===== config.mk =====
export PLATFORM = sky130hd
export DESIGN_NAME = sha_digest_target_check_flat
export DESIGN_NICKNAME = d
export VERILOG_FILES = /design/src/rtl/sha_digest_target_check_if.sv /design/src/rtl/sha_digest_target_check.sv /design/src/flat_wrapper.sv
export SDC_FILE = /design/constraint.sdc
export NUM_CORES = 1
export LEC_CHECK = 0
export BUFFER_PORTS_ARGS = -buffer_cell sky130_fd_sc_hd__clkbuf_2
export CORE_MARGIN = 2
export CORE_UTILIZATION = 40
export CTS_CLUSTER_DIAMETER = 200
export CTS_CLUSTER_SIZE = 25
export DETAILED_ROUTE_END_ITERATION = 8
export PLACE_DENSITY = 0.64
export SLEW_MARGIN = 5
export SYNTH_ARGS = -nofsm -noshare
export SYNTH_HDL_FRONTEND = slang
export SYNTH_SLANG_ARGS = --single-unit

===== constraint.sdc =====
create_clock -name clk -period 28.8 [get_ports clk]
set_clock_uncertainty 0.05 [all_clocks]
set_input_delay 2.88 -clock clk [delete_from_list [all_inputs] [get_ports clk]]
set_output_delay 2.88 -clock clk [all_outputs]
set_load 0.02 [all_outputs]

===== src/rtl/sha_digest_target_check_if.sv =====
// Digest-in / result-out handshake bundle between the hash core, the target
// checker and the nonce controller.
interface sha_digest_target_check_if;
    logic         digest_valid;
    logic         digest_ready;
    logic [255:0] digest;
    logic [31:0]  nonce;
    logic [255:0] target;
    logic         result_valid;
    logic         result_ready;
    logic         result_hit;
    logic [31:0]  result_nonce;

    modport master (
        output digest_valid, digest, nonce, target, result_ready,
        input  digest_ready, result_valid, result_hit, result_nonce
    );

    modport slave (
        input  digest_valid, digest, nonce, target, result_ready,
        output digest_ready, result_valid, result_hit, result_nonce
    );
endinterface


===== src/rtl/sha_digest_target_check.sv =====
// Compares a final SHA-256 digest against the difficulty target one 32-bit word
// per cycle (most significant word first) and reports hit/miss with its nonce.
module sha_digest_target_check #(
    parameter int HIT_CNT_W = 16
) (
    input  logic                 clk,
    input  logic                 rst_n,
    sha_digest_target_check_if.slave bus,
    output logic [HIT_CNT_W-1:0] hit_count
);

    typedef enum logic [1:0] {
        IDLE    = 2'd0,
        COMPARE = 2'd1,
        REPORT  = 2'd2
    } state_t;

    state_t               state_q, state_d;
    logic [2:0]           k_q, k_d;
    logic [255:0]         dig_q, tgt_q;
    logic [31:0]          nonce_q;
    logic                 rdy_q, rv_q, hit_q;
    logic [31:0]          rnonce_q;
    logic [HIT_CNT_W-1:0] hc_q;
    logic [31:0]          w, t;
    logic                 capture, decide, hit_d;

    function automatic logic [31:0] bswap32(input logic [31:0] x);
        return {x[7:0], x[15:8], x[23:16], x[31:24]};
    endfunction

    function automatic logic [HIT_CNT_W-1:0] sat_inc(input logic [HIT_CNT_W-1:0] c);
        return (&c) ? c : c + {{(HIT_CNT_W-1){1'b0}}, 1'b1};
    endfunction

    // H_k sits at digest word (7-k) while T_k sits at target word k
    assign w       = bswap32(dig_q[{~k_q, 5'b0} +: 32]);
    assign t       = tgt_q[{k_q, 5'b0} +: 32];
    assign capture = bus.digest_valid & rdy_q;

    always_comb begin
        state_d = state_q;
        k_d     = k_q;
        decide  = 1'b0;
        hit_d   = 1'b0;
        case (state_q)
            IDLE: begin
                if (capture) begin
                    state_d = COMPARE;
                    k_d     = 3'd7;
                end
            end
            COMPARE: begin
                if (w < t) begin
                    decide = 1'b1;
                    hit_d  = 1'b1;
                end else if (w > t) begin
                    decide = 1'b1;
                end else if (k_q == 3'd0) begin
                    decide = 1'b1;
                    hit_d  = 1'b1;
                end else begin
                    k_d = k_q - 3'd1;
                end
                if (decide) state_d = REPORT;
            end
            REPORT: begin
                if (rv_q && bus.result_ready) state_d = IDLE;
            end
            default: state_d = IDLE;
        endcase
    end

    // Control and result registers; everything visible at the ports is registered
    always_ff @(posedge clk or negedge rst_n) begin
        if (!rst_n) begin
            state_q  <= IDLE;
            k_q      <= 3'd7;
            rdy_q    <= 1'b0;
            rv_q     <= 1'b0;
            hit_q    <= 1'b0;
            rnonce_q <= 32'd0;
            hc_q     <= '0;
        end else begin
            state_q <= state_d;
            k_q     <= k_d;
            rdy_q   <= (state_d == IDLE);
            rv_q    <= (state_d == REPORT);
            if (decide) begin
                hit_q    <= hit_d;
                rnonce_q <= nonce_q;
                if (hit_d) hc_q <= sat_inc(hc_q);
            end
        end
    end

    // Operand capture registers carry data only
    always_ff @(posedge clk) begin
        if (capture) begin
            dig_q   <= bus.digest;
            tgt_q   <= bus.target;
            nonce_q <= bus.nonce;
        end
    end

    assign bus.digest_ready = rdy_q;
    assign bus.result_valid = rv_q;
    assign bus.result_hit   = hit_q;
    assign bus.result_nonce = rnonce_q;
    assign hit_count        = hc_q;

endmodule


===== src/flat_wrapper.sv =====
// flat-port wrapper written by rule: the top's interface ports become plain ports
module sha_digest_target_check_flat 
#(
    parameter int HIT_CNT_W = 16
)
  (clk, rst_n, hit_count, bus_digest_valid, bus_digest, bus_nonce, bus_target, bus_result_ready, bus_digest_ready, bus_result_valid, bus_result_hit, bus_result_nonce);
  sha_digest_target_check_if bus_i ();
  input  logic clk;
  input  logic rst_n;
  output logic [HIT_CNT_W-1:0] hit_count;
  input wire logic [$bits(bus_i.digest_valid)-1:0] bus_digest_valid;
  input wire logic [$bits(bus_i.digest)-1:0] bus_digest;
  input wire logic [$bits(bus_i.nonce)-1:0] bus_nonce;
  input wire logic [$bits(bus_i.target)-1:0] bus_target;
  input wire logic [$bits(bus_i.result_ready)-1:0] bus_result_ready;
  output wire logic [$bits(bus_i.digest_ready)-1:0] bus_digest_ready;
  output wire logic [$bits(bus_i.result_valid)-1:0] bus_result_valid;
  output wire logic [$bits(bus_i.result_hit)-1:0] bus_result_hit;
  output wire logic [$bits(bus_i.result_nonce)-1:0] bus_result_nonce;
  assign bus_i.digest_valid = bus_digest_valid;
  assign bus_i.digest = bus_digest;
  assign bus_i.nonce = bus_nonce;
  assign bus_i.target = bus_target;
  assign bus_i.result_ready = bus_result_ready;
  assign bus_digest_ready = bus_i.digest_ready;
  assign bus_result_valid = bus_i.result_valid;
  assign bus_result_hit = bus_i.result_hit;
  assign bus_result_nonce = bus_i.result_nonce;
  sha_digest_target_check #(.HIT_CNT_W(HIT_CNT_W)) u_core (.clk(clk), .rst_n(rst_n), .bus(bus_i), .hit_count(hit_count));
endmodule

==> results of run 1 <==
## Yosys cell counts, types with 2 or more instances
master    instances  area share [%]
nand2_1          15            0.24
buf_12            4            0.34
dfrtp_1          53             5.7
o21ai_1           5            0.11
mux2_4           28             1.8
nand2b_1          3           0.080
nor3_1            3           0.064
buf_1             2           0.032
and4_1            5            0.19
inv_1             3           0.048
clkbuf_1         28            0.45
xnor2_1          14            0.53
dfstp_2           3            0.34
a21oi_1          16            0.34
o221a_2           2           0.097
ha_1             35             1.9
mux2_2           33             1.6
buf_2             8            0.17
nand3_1          13            0.28
mux2_1            5            0.24
nor2_1            8            0.13
edfxtp_1        544              70
nand4_1          11            0.30
nor4_2            2            0.11
o21ai_0           2           0.043
a31oi_1           2           0.054
mux2i_1          32             1.4
mux4_2          128              12
and3_1            4            0.11
nor2b_1           4            0.11
a21o_1            3           0.097
a221oi_2          2            0.13
## how the worst min path moves through the flow
stage | from | to | slack, ns
after floorplan | u_core.nonce_q[0] | u_core.bus.result_nonce[0] | 0.39
after global placement | u_core.nonce_q[1] | u_core.bus.result_nonce[1] | 0.39
after detailed placement | u_core.nonce_q[0] | u_core.bus.result_nonce[0] | 0.41
after CTS | u_core.nonce_q[0] | u_core.bus.result_nonce[0] | 0.43
after global routing | u_core.nonce_q[1] | u_core.bus.result_nonce[1] | 0.44
final | u_core.nonce_q[0] | u_core.bus.result_nonce[0] | 0.42
## where the power goes
| group | total [mW] | switching, mW | leakage (nW) | internal (mW) |
|---|---|---|---|---|
| sequential | 1.24 | 0.0776 | 5.83 | 1.16 |
| clock | 0.429 | 0.256 | 0.349 | 0.174 |
| combinational | 0.794 | 0.421 | 4.76 | 0.373 |
| total | 2.46 | 0.754 | 10.9 | 1.71 |
## sequential cells by signal (all words and copies together) (netlist names)
register                 count
u_core.bus.result_valid      1
u_core.state_q               2
u_core.dig_q               256
u_core.k_q                   3
u_core.tgt_q               256
u_core.nonce_q              32
u_core.hit_count            16
u_core.bus.digest_ready      1
u_core.bus.result_nonce     32
u_core.bus.result_hit        1
## kinds of logic (layout without fill, tap and decap cells)
logic type / Yosys count / in the layout / share of synthesized area (%)
AO/OA/AOI/OAI: 37 / 37 / 1.06
XOR/XNOR: 15 / 15 / 0.563
adder cells (fa/ha/maj): 35 / 35 / 1.88
buffers and inverters: 46 / 648 / 1.09
flip-flops: 600 / 600 / 76.0
multiplexers: 226 / 226 / 17.4
other: 0 / 20 / 0
AND/OR/NAND/NOR: 76 / 76 / 1.99
## cell type report
class	count	area (um2)
fill	4855	29800
sequential	600	17800
multi-input combinational	389	5330
timing repair buffer	607	3090
tap	765	957
clock buffer	37	713
antenna	20	50.0
inverter	3	18.8
clock inverter	1	8.76
## cell usage in the layout, fill, tap and decap left out, types with 2 or more instances in the layout
cell type,netlist,final
o21ai_0,2,2
xnor2_1,14,14
mux2_1,5,5
a31oi_1,2,2
nor2_1,8,8
o221a_2,2,2
nand4_1,11,11
nand2_1,15,15
mux4_2,128,128
and4_1,5,5
dfrtp_1,53,53
nand3_1,13,13
a221oi_2,2,2
a21o_1,3,3
nand2b_1,3,3
a21oi_1,16,16
ha_1,35,35
nor4_2,2,2
clkbuf_16,0,27
mux2i_1,32,32
inv_1,3,2
clkbuf_1,28,10
mux2_2,33,33
and3_1,4,4
nor3_1,3,3
buf_4,0,7
dfstp_4,0,3
clkbuf_2,0,598
nor2b_1,4,4
o21ai_1,5,5
edfxtp_1,544,544
mux2_4,28,28
buf_12,4,2
diode_2,0,20
## routing by layer
| layer | vias up | wire length (um) | track usage [%] | part of all wire, % |
|---|---|---|---|---|
| met5 | - | 27 | 0 | 0.046 |
| met4 | 4 | 1530 | 6.47 | 2.6 |
| met3 | 63 | 3940 | 4.53 | 6.8 |
| met2 | 421 | 29400 | 31.5 | 50 |
| met1 | 6117 | 23300 | 24.7 | 40 |
| li1 | 5489 | - | - | - |
## critical path: cells and delay by family, from the launching register on
family | cells | cell delay (ns)
compound gates | 2 | 0.66
buf+inv | 2 | 1.48
flops | 1 | 0.91
fa+ha+maj | 1 | 0.36
mux | 3 | 1.25
simple gates | 4 | 0.98
## stage by stage
stage	setup WS, ns	power [mW]
after global placement	22.66	2.06
after detailed placement	22.65	2.07
after CTS	22.62	2.50
after floorplan	14.41	1.89
after global routing	22.33	2.59
final	22.90	2.46
==> impl_metrics.csv, run 1 <==
group,metric,value,unit
critical_path,arrival,6.33,ns
critical_path,r2r_slack,22.90,ns
die,fp.coreArea,57700,um2
final_layout,nNetsFinal,2211,
synthesis,ys_seq_area_share,76.0,%
timing,max_freq,170,MHz
routing,avgViaCountPerCell,4.99,
clock_network,cts_setup_buffers,0,
critical_path,r2r_start,"u_core.k_q[0]",
global_routing,grt_pass1_vias,12900,
synthesis,synth_area_per_cell,22.5,um2
timing,hold_viol,0,
pwr,peakVddDrop,0.0605,mV
critical_path,r2r_cells,12,
synthesis,synth_cell_types,47,
global_routing,grt_max_degree,209,
die,die_w,246,um
die,row_count,88,
final_layout,finalNonFillerCells,2422,
min_path,holdCritPathClass,"reg -> reg",
critical_path,cpMostUsedCell,"buf_4",
clock_network,cts_tree,"built",
global_routing,antenna_found_initial,22,
clock_network,cts_hold_buf,0,
timing,relSlewSlack,13.9,%
synthesis,synth_area,23300,um2
synthesis,ys_ff_latch,600,
clock_network,clkTransAtPathRegs,0.10,ns
critical_path,crit_end,"u_core.bus.result_nonce[1]",
timing,rsz0062_at_grt,"false",
clock_network,insertion_delay,0.61,ns
final_layout,syn2layout_area_growth,19.7,%
synthesis,synth_nets,1618,
clock_network,clock_sinks,600,
job,cap_violations,0,
clock_network,cts-root-buf,"clkbuf_16",
synthesis,synthArstFlopShare,9.33,%
critical_path,critPathKind,"reg -> reg",
pwr,leakagePower,10.9,nW
timing,finalCritPeriodShare,20.5,%
routing,drt.antenna.violating_nets,0,
final_layout,utilization,48.4,%
pwr,powerDensity,88.2,nW/um2
die,initial_core_util,40.4,%
clock_network,htree_levels,1,
critical_path,worstSetupEndpointType,"flip-flop",
clock_network,ctsResizeCount,0,
routing,first_iter_violations,1032,
placed_design,gp_congestion,0.842,
die,die_area,60300,um2
critical_path,crit_chain,"buf_4, buf_4, mux4_2, mux2_2, ha_1, nand4_4, nor2_1, a221oi_2, nand3_2, o21ai_2, and2_4, mux2_1",
clock_network,clk_path_buf_depth,3,
run_status,status,"finished, final reports clean",
timing,setup_tns,0,ns
placed_design,dpl_cell_area,27100,um2
routing,routed_wl,58200,um
timing,drv_slew,0,
critical_path,startpoint,"u_core.k_q[0]",
placed_design,io_buffers,598,
final_layout,final_cell_area,27900,um2
placed_design,dp_cells,2364,
timing,tightest_slew,1.29,ns
global_routing,gr-total-overflow,0,
routing,wire_per_inst,24.0,um
critical_path,rr_endpoint,"u_core.bus.result_nonce[1]",
global_routing,grt_pass1_wl,83700,um
routing,drt_pass1_iterations,7,
routing,drc,0,
critical_path,crit_required,29.23,ns
die,die_h,246,um
routing,via_count,12100,
critical_path,cp-start-kind,"flip-flop",
placed_design,hpwl,43100,um
min_path,holdPathStages,1,
synthesis,synth_edf_count,544,
critical_path,crit_fanout,41,
critical_path,crit_path_max_incr_delay,0.91,ns
timing,holdWs,0.423,ns
timing,layout_min_cycle_time,5.90,ns
clock_network,cts_buffers,27,
die,io_pins,599,
timing,setup_viol,0,
global_routing,grt_usage,19.0,%
synthesis,ys.flop_type,"edfxtp_1",
synthesis,yosys_warnings,0,
critical_path,worst_path_max_delay_cell,"dfstp_4",
final_layout,final_layout_size_suffix_gt1_share,51.4,%
synthesis,syn_inst,1035,
No activity file was read; power rests on OpenSTA's default activity.
==> run 2, diff against run 1 <==
Settings changed: PLACE_DENSITY 0.64 to 0.67.
Clock period 28.8 ns to 5.3 ns, I/O delays scaled along.
==> run 2 against run 1 <==
Hold slack lost 0.38 ns. Power grew to 5.5 times the previous value. First-iteration DRC count shrank 12%. Setup slack lost 23 ns. Core utilization grew 2.9 points. Final cell count grew 6.3%. Combinational power grew to 5.8 times the previous value. Non-clock buffer count grew 158. Largest cell class unchanged. Largest power group unchanged.
==> impl_metrics.csv, run 2 (same netlist as run 1, synthesis figures left out) <==
group,metric,value,unit
timing,tightest_slew,1.06,ns
min_path,holdCritPathClass,"in -> reg",
clock_network,htree_levels,1,
die,initial_core_util,40.4,%
clock_network,cts_tree,"built",
placed_design,io_buffers,598,
die,die_area,60300,um2
die,io_pins,599,
critical_path,rr_endpoint,"u_core.bus.result_nonce[2]",
global_routing,antenna_found_initial,13,
timing,fin_ws,0.281,ns
routing,avgViaCountPerCell,5.02,
final_layout,final_common_cell,"clkbuf_2",
die,die_h,246,um
final_layout,fillers,4661,
global_routing,grt_pass1_wl,85000,um
timing,drv_slew,0,
job,cap_violations,0,
pwr,peakVddDrop,0.353,mV
final_layout,layout_common_cells,"clkbuf_2 (598), edfxtp_1 (544), dlygate4sd3_1 (139)",
clock_network,clkTransAtPathRegs,0.10,ns
die,die_w,246,um
critical_path,r2r_start,"u_core.k_q[0]",
placed_design,dp_slack,0.297,ns
routing,first_iter_violations,909,
clock_network,cts_buffers,27,
final_layout,multi_input_area,5350,um2
final_layout,final_layout_size_suffix_gt1_share,48.0,%
clock_network,cts-root-buf,"clkbuf_16",
run_status,status,"finished, final reports clean",
pwr,total_power,13.7,mW
min_path,holdPathStages,1,
timing,setup_viol,0,
critical_path,cp-start-kind,"flip-flop",
pwr,leakagePower,11.7,nW
global_routing,grt_usage,19.2,%
global_routing,grt_pass1_vias,13800,
die,fp.coreArea,57700,um2
timing,relSlewSlack,29.2,%
clock_network,clock_sinks,600,
clock_network,insertion_delay,0.60,ns
final_layout,syn2layout_area_growth,26.7,%
timing,rsz0062_at_grt,"false",
critical_path,worstSetupEndpointType,"flip-flop",
final_layout,top_regs,"u_core.dig_q: 256 flops, u_core.tgt_q: 256 flops",
routing,drt.antenna.violating_nets,0,
die,row_count,88,
routing,via_count,12900,
timing,max_freq,199,MHz
timing,hold_viol,0,
min_path,min_to,"u_core.dig_q[238]",
min_path,min_from,"bus_digest[238]",
routing,routed_wl,59200,um
pwr,powerDensity,462,nW/um2
critical_path,arrival,5.46,ns
final_layout,regArea,17800,um2
routing,wire_per_inst,23.0,um
placed_design,hpwl,43800,um
global_routing,gr-total-overflow,0,
critical_path,r2r_cells,12,
clock_network,cts_setup_buffers,0,
routing,drc,0,
timing,finalCritPeriodShare,94.7,%
critical_path,r2r_slack,0.28,ns
critical_path,critPathKind,"reg -> reg",
timing,layout_min_cycle_time,5.02,ns
critical_path,crit_fanout,34,
global_routing,grt_max_degree,119,
placed_design,gp_congestion,0.815,
clock_network,clk_path_buf_depth,3,
final_layout,nNetsFinal,2369,
routing,drt_pass1_iterations,5,
critical_path,crit_required,5.75,ns
[run 2: worst max-delay path, cell delays in order, from the launching register on]
cell	delay (ns)
dfstp_4	0.89
buf_12	0.28
buf_12	0.22
mux4_2	0.51
mux2i_1	0.26
ha_1	0.32
nand4_1	0.20
nor2_1	0.08
a221oi_2	0.42
nand3_1	0.18
o21ai_2	0.38
and2_4	0.64
mux2_1	0.39
[run 2: what timing repair did]
| item | CTS | global route |
|---|---|---|
| endpoints found under the hold margin | 152 | 2 |
| hold buffers | 137 | 2 |
| resized for setup | 0 | 0 |
[run 2: stage by stage]
stage | TNS (ns) | cells | instance area, um2 | util (%) | hold slack, ns
global route | 0 | 2574 | 29600 | 51.2 | 0.00102
finish | 0 | 2574 | 29600 | 51.2 | 0.0455
floorplan | -2145.04 | 1035 | 23300 | - | 0.184
detailed placement | 0 | 2383 | 27400 | 47.5 | 0.409
CTS | 0 | 2560 | 29500 | 51.2 | 0.000200
global placement | 0 | 2383 | 27400 | 47.5 | 0.391
[run 2: final cells by class]
class	instances	share of cell area, %
antenna	12	0.102
clock buffer	39	2.44
clock inverter	1	0.0296
inverter	3	0.0508
multi-input combinational	389	18.1
sequential	600	60.0
tap	765	3.24
timing repair buffer	765	16.0
[run 2: power by group]
| part | switching, mW | total, mW | internal [mW] |
|---|---|---|---|
| registers | 0.420 | 6.72 | 6.30 |
| logic | 2.37 | 4.60 | 2.23 |
| clock network | 1.39 | 2.34 | 0.949 |
| total | 4.18 | 13.7 | 9.48 |
[run 2: how the worst max path moves through the flow]
stage / from / to / slack, ns
3_5_place_dp: u_core.k_q[0] / u_core.bus.result_nonce[31] / 0.30
3_3_place_gp: u_core.k_q[0] / u_core.bus.result_nonce[31] / 0.42
2_1_floorplan: bus_digest_valid / u_core.dig_q[0] / -3.93
6_report: u_core.k_q[0] / u_core.bus.result_nonce[2] / 0.28
5_1_grt: u_core.k_q[0] / u_core.bus.result_nonce[0] / 0.08
4_1_cts: u_core.k_q[0] / u_core.bus.result_nonce[31] / 0.25
[run 2: per-layer routing]
metal,share of wire (%),vias to the layer above,track usage [%]
met2,51,495,32.2
met1,41,6538,25.6
met4,2.7,2,6.33
met3,6.2,84,3.30
met5,0.022,-,0
li1,-,5792,-
